==> src/rtl/pll_reset_sequencer_pkg.sv <==
// Shared constants for the PLL reset sequencer.
// State encodings and default parameter values.
package pll_reset_pkg;

    localparam logic [1:0] WAIT_LOCK = 2'd0;
    localparam logic [1:0] STABLE    = 2'd1;
    localparam logic [1:0] HOLD      = 2'd2;
    localparam logic [1:0] RUN       = 2'd3;

    localparam int unsigned DEF_LOCK_STABLE_CYCLES = 1024;
    localparam int unsigned DEF_RESET_HOLD_CYCLES  = 64;
    localparam int unsigned DEF_SYNC_STAGES        = 2;
    localparam int unsigned DEF_LOSS_CNT_W         = 8;

    // Counter width for a terminal count of n cycles.
    function automatic int unsigned cnt_w(input int unsigned n);
        return (n < 2) ? 1 : $clog2(n);
    endfunction

endpackage

==> src/rtl/pll_reset_sequencer_sync_bit.sv <==
// Multi-flop synchronizer for one asynchronous input.
// Chain resets to RESET_VAL so the output starts inactive.
module sync_bit
    import pll_reset_pkg::*;
#(
    parameter int unsigned SYNC_STAGES = DEF_SYNC_STAGES,
    parameter logic        RESET_VAL   = 1'b0
) (
    input  logic clock,
    input  logic reset_n,
    input  logic d,
    output logic q
);

    logic [SYNC_STAGES-1:0] chain;

    // Shift the raw input through the flop chain.
    always_ff @(posedge clock or negedge reset_n) begin
        if (!reset_n) begin
            chain <= {SYNC_STAGES{RESET_VAL}};
        end else begin
            chain <= {chain[SYNC_STAGES-2:0], d};
        end
    end

    assign q = chain[SYNC_STAGES-1];

endmodule

==> src/rtl/pll_reset_sequencer.sv <==
// Lock qualification, reset stretch and system reset generation.
// Runs on the PLL output clock; counts lock losses seen in RUN.
module pll_reset_sequencer
    import pll_reset_pkg::*;
#(
    parameter int unsigned LOCK_STABLE_CYCLES = DEF_LOCK_STABLE_CYCLES,
    parameter int unsigned RESET_HOLD_CYCLES  = DEF_RESET_HOLD_CYCLES,
    parameter int unsigned SYNC_STAGES        = DEF_SYNC_STAGES,
    parameter int unsigned LOSS_CNT_W         = DEF_LOSS_CNT_W
) (
    input  logic                  clock,
    input  logic                  reset_n,
    input  logic                  locked,
    input  logic                  button_n,
    output logic                  sys_reset_n,
    output logic                  ready,
    output logic [1:0]            state,
    output logic [LOSS_CNT_W-1:0] lock_loss_count
);

    localparam int unsigned SW = cnt_w(LOCK_STABLE_CYCLES);
    localparam int unsigned HW = cnt_w(RESET_HOLD_CYCLES);
    localparam logic [SW-1:0] STABLE_LAST = SW'(LOCK_STABLE_CYCLES - 1);
    localparam logic [HW-1:0] HOLD_LAST   = HW'(RESET_HOLD_CYCLES - 1);

    logic          lock_s;
    logic          btn_s;
    logic [SW-1:0] stable_cnt;
    logic [HW-1:0] hold_cnt;

    sync_bit #(
        .SYNC_STAGES (SYNC_STAGES),
        .RESET_VAL   (1'b0)
    ) u_lock_sync (
        .clock   (clock),
        .reset_n (reset_n),
        .d       (locked),
        .q       (lock_s)
    );

    sync_bit #(
        .SYNC_STAGES (SYNC_STAGES),
        .RESET_VAL   (1'b1)
    ) u_btn_sync (
        .clock   (clock),
        .reset_n (reset_n),
        .d       (button_n),
        .q       (btn_s)
    );

    // Sequencer FSM with qualification, hold and loss counters.
    always_ff @(posedge clock or negedge reset_n) begin
        if (!reset_n) begin
            state           <= WAIT_LOCK;
            stable_cnt      <= '0;
            hold_cnt        <= '0;
            lock_loss_count <= '0;
        end else begin
            unique case (state)
                WAIT_LOCK: begin
                    stable_cnt <= '0;
                    if (lock_s) state <= STABLE;
                end
                STABLE: begin
                    if (!lock_s) begin
                        state      <= WAIT_LOCK;
                        stable_cnt <= '0;
                    end else if (stable_cnt == STABLE_LAST) begin
                        state      <= HOLD;
                        stable_cnt <= '0;
                        hold_cnt   <= '0;
                    end else begin
                        stable_cnt <= stable_cnt + SW'(1);
                    end
                end
                HOLD: begin
                    if (!lock_s) begin
                        state <= WAIT_LOCK;
                    end else if (!btn_s) begin
                        hold_cnt <= '0;
                    end else if (hold_cnt == HOLD_LAST) begin
                        state <= RUN;
                    end else begin
                        hold_cnt <= hold_cnt + HW'(1);
                    end
                end
                RUN: begin
                    if (!lock_s) begin
                        state <= WAIT_LOCK;
                        if (lock_loss_count != '1)
                            lock_loss_count <= lock_loss_count + LOSS_CNT_W'(1);
                    end else if (!btn_s) begin
                        state    <= HOLD;
                        hold_cnt <= '0;
                    end
                end
                default: state <= WAIT_LOCK;
            endcase
        end
    end

    // Registered reset/ready outputs; assert at once on reset_n.
    always_ff @(posedge clock or negedge reset_n) begin
        if (!reset_n) begin
            sys_reset_n <= 1'b0;
            ready       <= 1'b0;
        end else begin
            sys_reset_n <= (state == RUN);
            ready       <= (state == RUN);
        end
    end

endmodule

==> config.mk <==
export PLATFORM = sky130hd
export DESIGN_NAME = pll_reset_sequencer
export DESIGN_NICKNAME = d
export VERILOG_FILES = /design/src/rtl/pll_reset_sequencer_pkg.sv /design/src/rtl/pll_reset_sequencer_sync_bit.sv /design/src/rtl/pll_reset_sequencer.sv
export SDC_FILE = /design/constraint.sdc
export NUM_CORES = 1
export LEC_CHECK = 0
export ABC_AREA = 0
export CORE_ASPECT_RATIO = 1.4
export CORE_MARGIN = 2
export CORE_UTILIZATION = 50
export CTS_CLUSTER_DIAMETER = 30
export DETAILED_ROUTE_END_ITERATION = 16
export GPL_ROUTABILITY_DRIVEN = 0
export PLACE_DENSITY_LB_ADDON = 0.3
export SKIP_LAST_GASP = 1
export SYNTH_ARGS = -nofsm -noshare
export SYNTH_HDL_FRONTEND = slang
export SYNTH_SLANG_ARGS = --single-unit
==> constraint.sdc <==
create_clock -name clock -period 2.2 [get_ports clock]
set_clock_uncertainty 0.15 [all_clocks]
set_input_delay 0.33 -clock clock [delete_from_list [all_inputs] [get_ports clock]]
set_output_delay 0.33 -clock clock [all_outputs]
set_load 0.005 [all_outputs]
Word-level counts from Yosys, hierarchy flattened --
Cells that the tools add are included.
Word-level totals: register bits 31, input bits 4, output and inout port bits 12, word-level logic and storage cells 54
Operators by class: $add $sub $neg 3, equal/unequal tests 17, mux-type cells 20, bitwise logic cells 1, reduce and logical (&&, ||, !) cells 6
Operators with widths (count):
- $mux W6 | 7
- $mux W10 | 2
- $pmux W10 S2 | 1
- $pmux W6 S3 | 1
- $mux W2 | 8
- $ne A3 B3 Y1 const B | 4
- $add A10 B1 Y10 const B | 1
- $eq A10 B10 Y1 const B | 1
- $add A8 B1 Y8 const B | 1
- $ne A2 B1 Y1 const B | 4
- $ne A8 B8 Y1 const B | 1
- $pmux W2 S4 | 1
- $reduce_and A7 Y1 | 1
- $add A6 B1 Y6 const B | 1
- $eq A6 B6 Y1 const B | 1
- $reduce_and A5 Y1 | 1
- $eq A2 B2 Y1 const B | 2
- $ne A2 B2 Y1 const B | 2
- $ne A3 B2 Y1 const B | 1
- $reduce_and A3 Y1 | 1
- $reduce_bool A3 Y1 | 1
- $eq A2 B1 Y1 const B | 1
- $logic_not A2 Y1 | 1
- $reduce_bool A2 Y1 | 1
- $not A1 Y1 | 1

Depth between registers and ports, before layout --
depth in word-level cells 5, gate-level depth with buffers 6

Cells and area by module --
From an unflattened synthesis, not the netlist that was laid out.
Unflattened totals: cells, all modules 140, area total of the unflattened synthesis 1500.2 um2
By module, submodules not included:
- pll_reset_sequencer | times used 1, cells an instance 136, area an instance 1397.6 um2
- sync_bit (u_btn_sync) | times used 1, cells an instance 2, area an instance 52.6 um2
- sync_bit (u_lock_sync) | times used 1, cells an instance 2, area an instance 50.0 um2

Worst setup path after synthesis --
Ideal clock, no wire load.
path kind flip-flop to flip-flop, start point register lock_loss_count[0], end point register lock_loss_count[1], data arrival time 1.546 ns, data required time 1.925 ns, path slack 0.380 ns, stages on the path, launching flop included 5, path through dfrtp_1 > ha_1 > and2_1 > a311oi_4 > mux2_2
On the way: cells in the longest elaborated chain, start to end 2, elaborated cells on any way between the ends 3
RTL lines:
- start, declared | line pll_reset_sequencer.sv:18 | output logic [LOSS_CNT_W-1:0] lock_loss_count
- start signal, assigned | line pll_reset_sequencer.sv:91 | lock_loss_count <= lock_loss_count + LOSS_CNT_W'(1);
- parallel branches: the longest is 2 deep, another holds $add A8 B1 Y8
Several ways; the timed one is not identified. A chain may end at the register's enable or synchronous reset.

Final worst setup path --
start point register stable_cnt[0], end point register hold_cnt[2]
On the way: cells in the longest elaborated chain, start to end 3
RTL lines:
- start, declared | line pll_reset_sequencer.sv:28 | logic [SW-1:0] stable_cnt;
- start signal, assigned | line pll_reset_sequencer.sv:73 | stable_cnt <= stable_cnt + SW'(1);
- $eq A10 B10 Y1 | line pll_reset_sequencer.sv:68 | end else if (stable_cnt == STABLE_LAST) begin
- $ne A2 B2 Y1 (no source line)
- $reduce_and A7 Y1 (no source line)
- end signal, assigned | line pll_reset_sequencer.sv:84 | hold_cnt <= hold_cnt + HW'(1);
- end, declared | line pll_reset_sequencer.sv:29 | logic [HW-1:0] hold_cnt;
No other way between the ends.

==> metrics.md <==
| Metric | Value |
|---|---|
| Number of flops mapped to enable cells by yosys | 0 |
| CP delay by family, top | simple AND/OR/NAND/NOR gates |
| Worst slew pin tran | 0.489 ns |
| Initial DRC count | 24 |
| VDD IR-drop max | 430 uV |
| Initial Utilization | 51.8% |
| Yosys top cell area share | a little under half |
| H-tree depth | 2 |
| Die X | slightly above 50 um |
| Worst Setup Start Kind | register |
| YS warnings | 0 |
| Largest net degree at the start of global routing | 32 |
| # DRC | 0 |
| Crit path capture type | register |
| TNS Setup | 0 ns |
| Fin. Hold Viols | 0 |
| Crit path DAT | 1.99 ns |
| Core ar. | 0.00309 mm2 |
| Number of antenna violations at the first check in global routing | 0 |
| HPWL after DPL | around 2000 um |
| Top_reg_cell synth | dfrtp_1 |
| Slew headroom | 66.9% |
| Post-DRT Antenna Nets | 0 |
| Synth unique cells | 52 |
| Via density | 5.66 |
| Critical Path RT | ~2.2 ns |
| Top cells by area in the synthesized netlist | dfrtp_1 (45%), nand3_1 (4.1%), nand2_1 (4.0%) |
| Area growth syn-to-layout | 14.6% |
| Asr flop ratio synth | 100% |
| CTS Hold Bufs | 0 |
| Max Root-Sink Buffers | 2 |
| GRT Total Usage | about a fifth |
| Share of cells above drive strength 1 | 13.2% |
| Die area | around 0.0037 mm2 |
| Hold crit path type | register to register |
| Initial DRT Pass Iterations | 4 |
| Syn_nets | 157 |
| Worst-path fanout max | 8 |
| Crit path largest cell delay | 0.40 ns |
| Crit path buf inv count | 0 |
| Fill cells | 258 |
| P_leak | between 0.8 and 0.9 nW |
| Nets | 173 |
| Final worst-path cycle share | 89.9% |
| Wire per inst | 14.0 um |
| Clock latency on the worst-skew pair | 0.28 ns |
| Mapped Area | about 0.0016 mm2 |
| Master of the slowest instance on the critical path | dfrtp_1 |
| Area leader, netlist | dfrtp_1 |
| Commonest cells post-synth | dfrtp_1 (29), nand2_1 (17), nand3_1 (13), o21ai_0 (9), xnor2_1 (6) |
| RSZ-0062 raised after global routing | no |
| Vias | 1165 |
| PortBufs | 15 |
| Antenna Cells | 0 |
| Row Count | 24 |
| Critical path type | register to register |
| Max Fclk | 506 MHz |
| Clk slew on worst S/H paths | 0.07 ns |
| Status | finished clean |
| Post-Synthesis Cells | 150 |
| CTS buffer count | 5 |
| #FFs+latches synth | 31 |
| First-pass GRT wire length | 5130 um |
| I/O pin count | 16 |
| CP cell instances | ha_1 > and2_1 > and4_4 > o221ai_2 > a221o_1 |
| Height of the die | approximately 70 um |
| Final Hold Slack | 0.199 ns |
| CTS Sinks | 31 |
| Grt ovf | 0 |
| CTS tree | done |
| Count leader, synth | dfrtp_1 |
| PwrDens | around 700 mW/mm2 |
| Syn Area/Cell | 10.7 um2 |
| Vias in the first global route | 1114 |
| Register area share after synthesis | between 40% and 50% |
| Max-Cap Viols | 0 |
| Final Setup Violations | 0 |
| DRT Wirelength | 2880 um |
| Root buf cell | clkbuf_8 |
| Post-CTS sizing | 0 |
| Final Critical Period | 1.98 ns |
| Count of pins over their slew limit | 0 |
| Setup Buffers After CTS | 0 |
| Reg2Reg Setup Slack | 0.22 ns |
-- flip-flops by register name, indices dropped and copies added, names as in the netlist --
register,count
hold_cnt,6
lock_loss_count,8
ready,1
stable_cnt,10
state,2
u_btn_sync.chain,2
u_lock_sync.chain,2
-- power breakdown --
group          switching [W]  internal (W)  leakage (nW)
sequential         0.0000509      0.000615         0.412
combinational      0.0000819      0.000117         0.358
clock               0.000202      0.000221        0.0422
-- worst register-to-register path: stages (launching register included) --
cell and delay (ns):
dfrtp_1 0.40, ha_1 0.20, and2_1 0.29, and4_4 0.28, o221ai_2 0.15, a221o_1 0.38
-- path summary, 6_finish.rpt --
check	from	end	cells after the start
worst max-delay path	stable_cnt[0]$_DFFE_PN0P_	hold_cnt[2]$_DFFE_PN0P_	5
max in group asynchronous	reset_n	u_btn_sync.chain[0]$_DFF_PN1_	2
worst min register to register	u_lock_sync.chain[0]$_DFF_PN0_	u_lock_sync.chain[1]$_DFF_PN0_	0
worst min-delay path	u_lock_sync.chain[0]$_DFF_PN0_	u_lock_sync.chain[1]$_DFF_PN0_	0
worst max register to register	stable_cnt[0]$_DFFE_PN0P_	hold_cnt[2]$_DFFE_PN0P_	5
min in group asynchronous	reset_n	stable_cnt[6]$_DFFE_PN0P_	2
-- cells by family (layout without fill, tap and decap cells) --
logic type / after synthesis / after routing / share of synthesized area (%)
AND/OR/NAND/NOR: 62 / 62 / 22.3
flip-flops: 31 / 31 / 48.6
AO/OA/AOI/OAI: 30 / 30 / 15.4
buffers and inverters: 13 / 30 / 5.00
XOR/XNOR: 8 / 8 / 4.38
adder cells (fa/ha/maj): 3 / 3 / 2.34
multiplexers: 3 / 3 / 1.95
-- through the flow --
stage | std cells | total power, W | area, um2 | utilization [%] | setup WS [ns]
finish | 206 | 0.00129 | 1840 | 59.3 | 0.222
global route | 206 | 0.00135 | 1840 | 59.3 | 0.0983
CTS | 206 | 0.00131 | 1840 | 59.3 | 0.227
detailed placement | 198 | 0.000878 | 1750 | 56.7 | 0.260
global placement | 198 | 0.000868 | 1750 | 56.7 | 0.347
floorplan | 150 | 0.000771 | 1600 | - | 0.380
-- cell usage in the layout (no fill, tap or decap), types with 2 or more instances in the layout --
cell type	count
ha_1	3
or3_1	3
a21oi_1	3
o31ai_1	2
dfstp_2	2
and2_1	3
clkbuf_8	5
a21o_2	2
o21ai_0	9
xor2_1	2
xnor2_1	6
nor2_1	2
clkbuf_1	2
buf_4	2
nand4_1	4
and3_1	5
mux2i_1	2
nand3_1	13
nand2_1	17
dfrtp_1	29
a31oi_1	2
clkdlybuf4s50_1	15
inv_1	5
-- routing by layer --
metal	wire (um)	up-vias	share of wire [%]	global-route usage, %
met1	1240	569	43	22.8
li1	-	573	-	-
met4	52	0	1.8	7.02
met3	94	6	3.3	6.33
met5	0	-	0	0
met2	1500	17	52	30.2
-- final cells by class --
type | count | area (um2) | share of cell area (%)
multi-input cells | 106 | 743 | 40.5
inverters | 5 | 18.8 | 1.02
clock inverters | 1 | 5.00 | 0.273
well taps | 39 | 48.8 | 2.66
flip-flops and latches | 31 | 778 | 42.4
repair buffers | 17 | 165 | 9.00
clock buffers | 7 | 76.3 | 4.16
No activity file was read; power rests on OpenSTA's default activity.
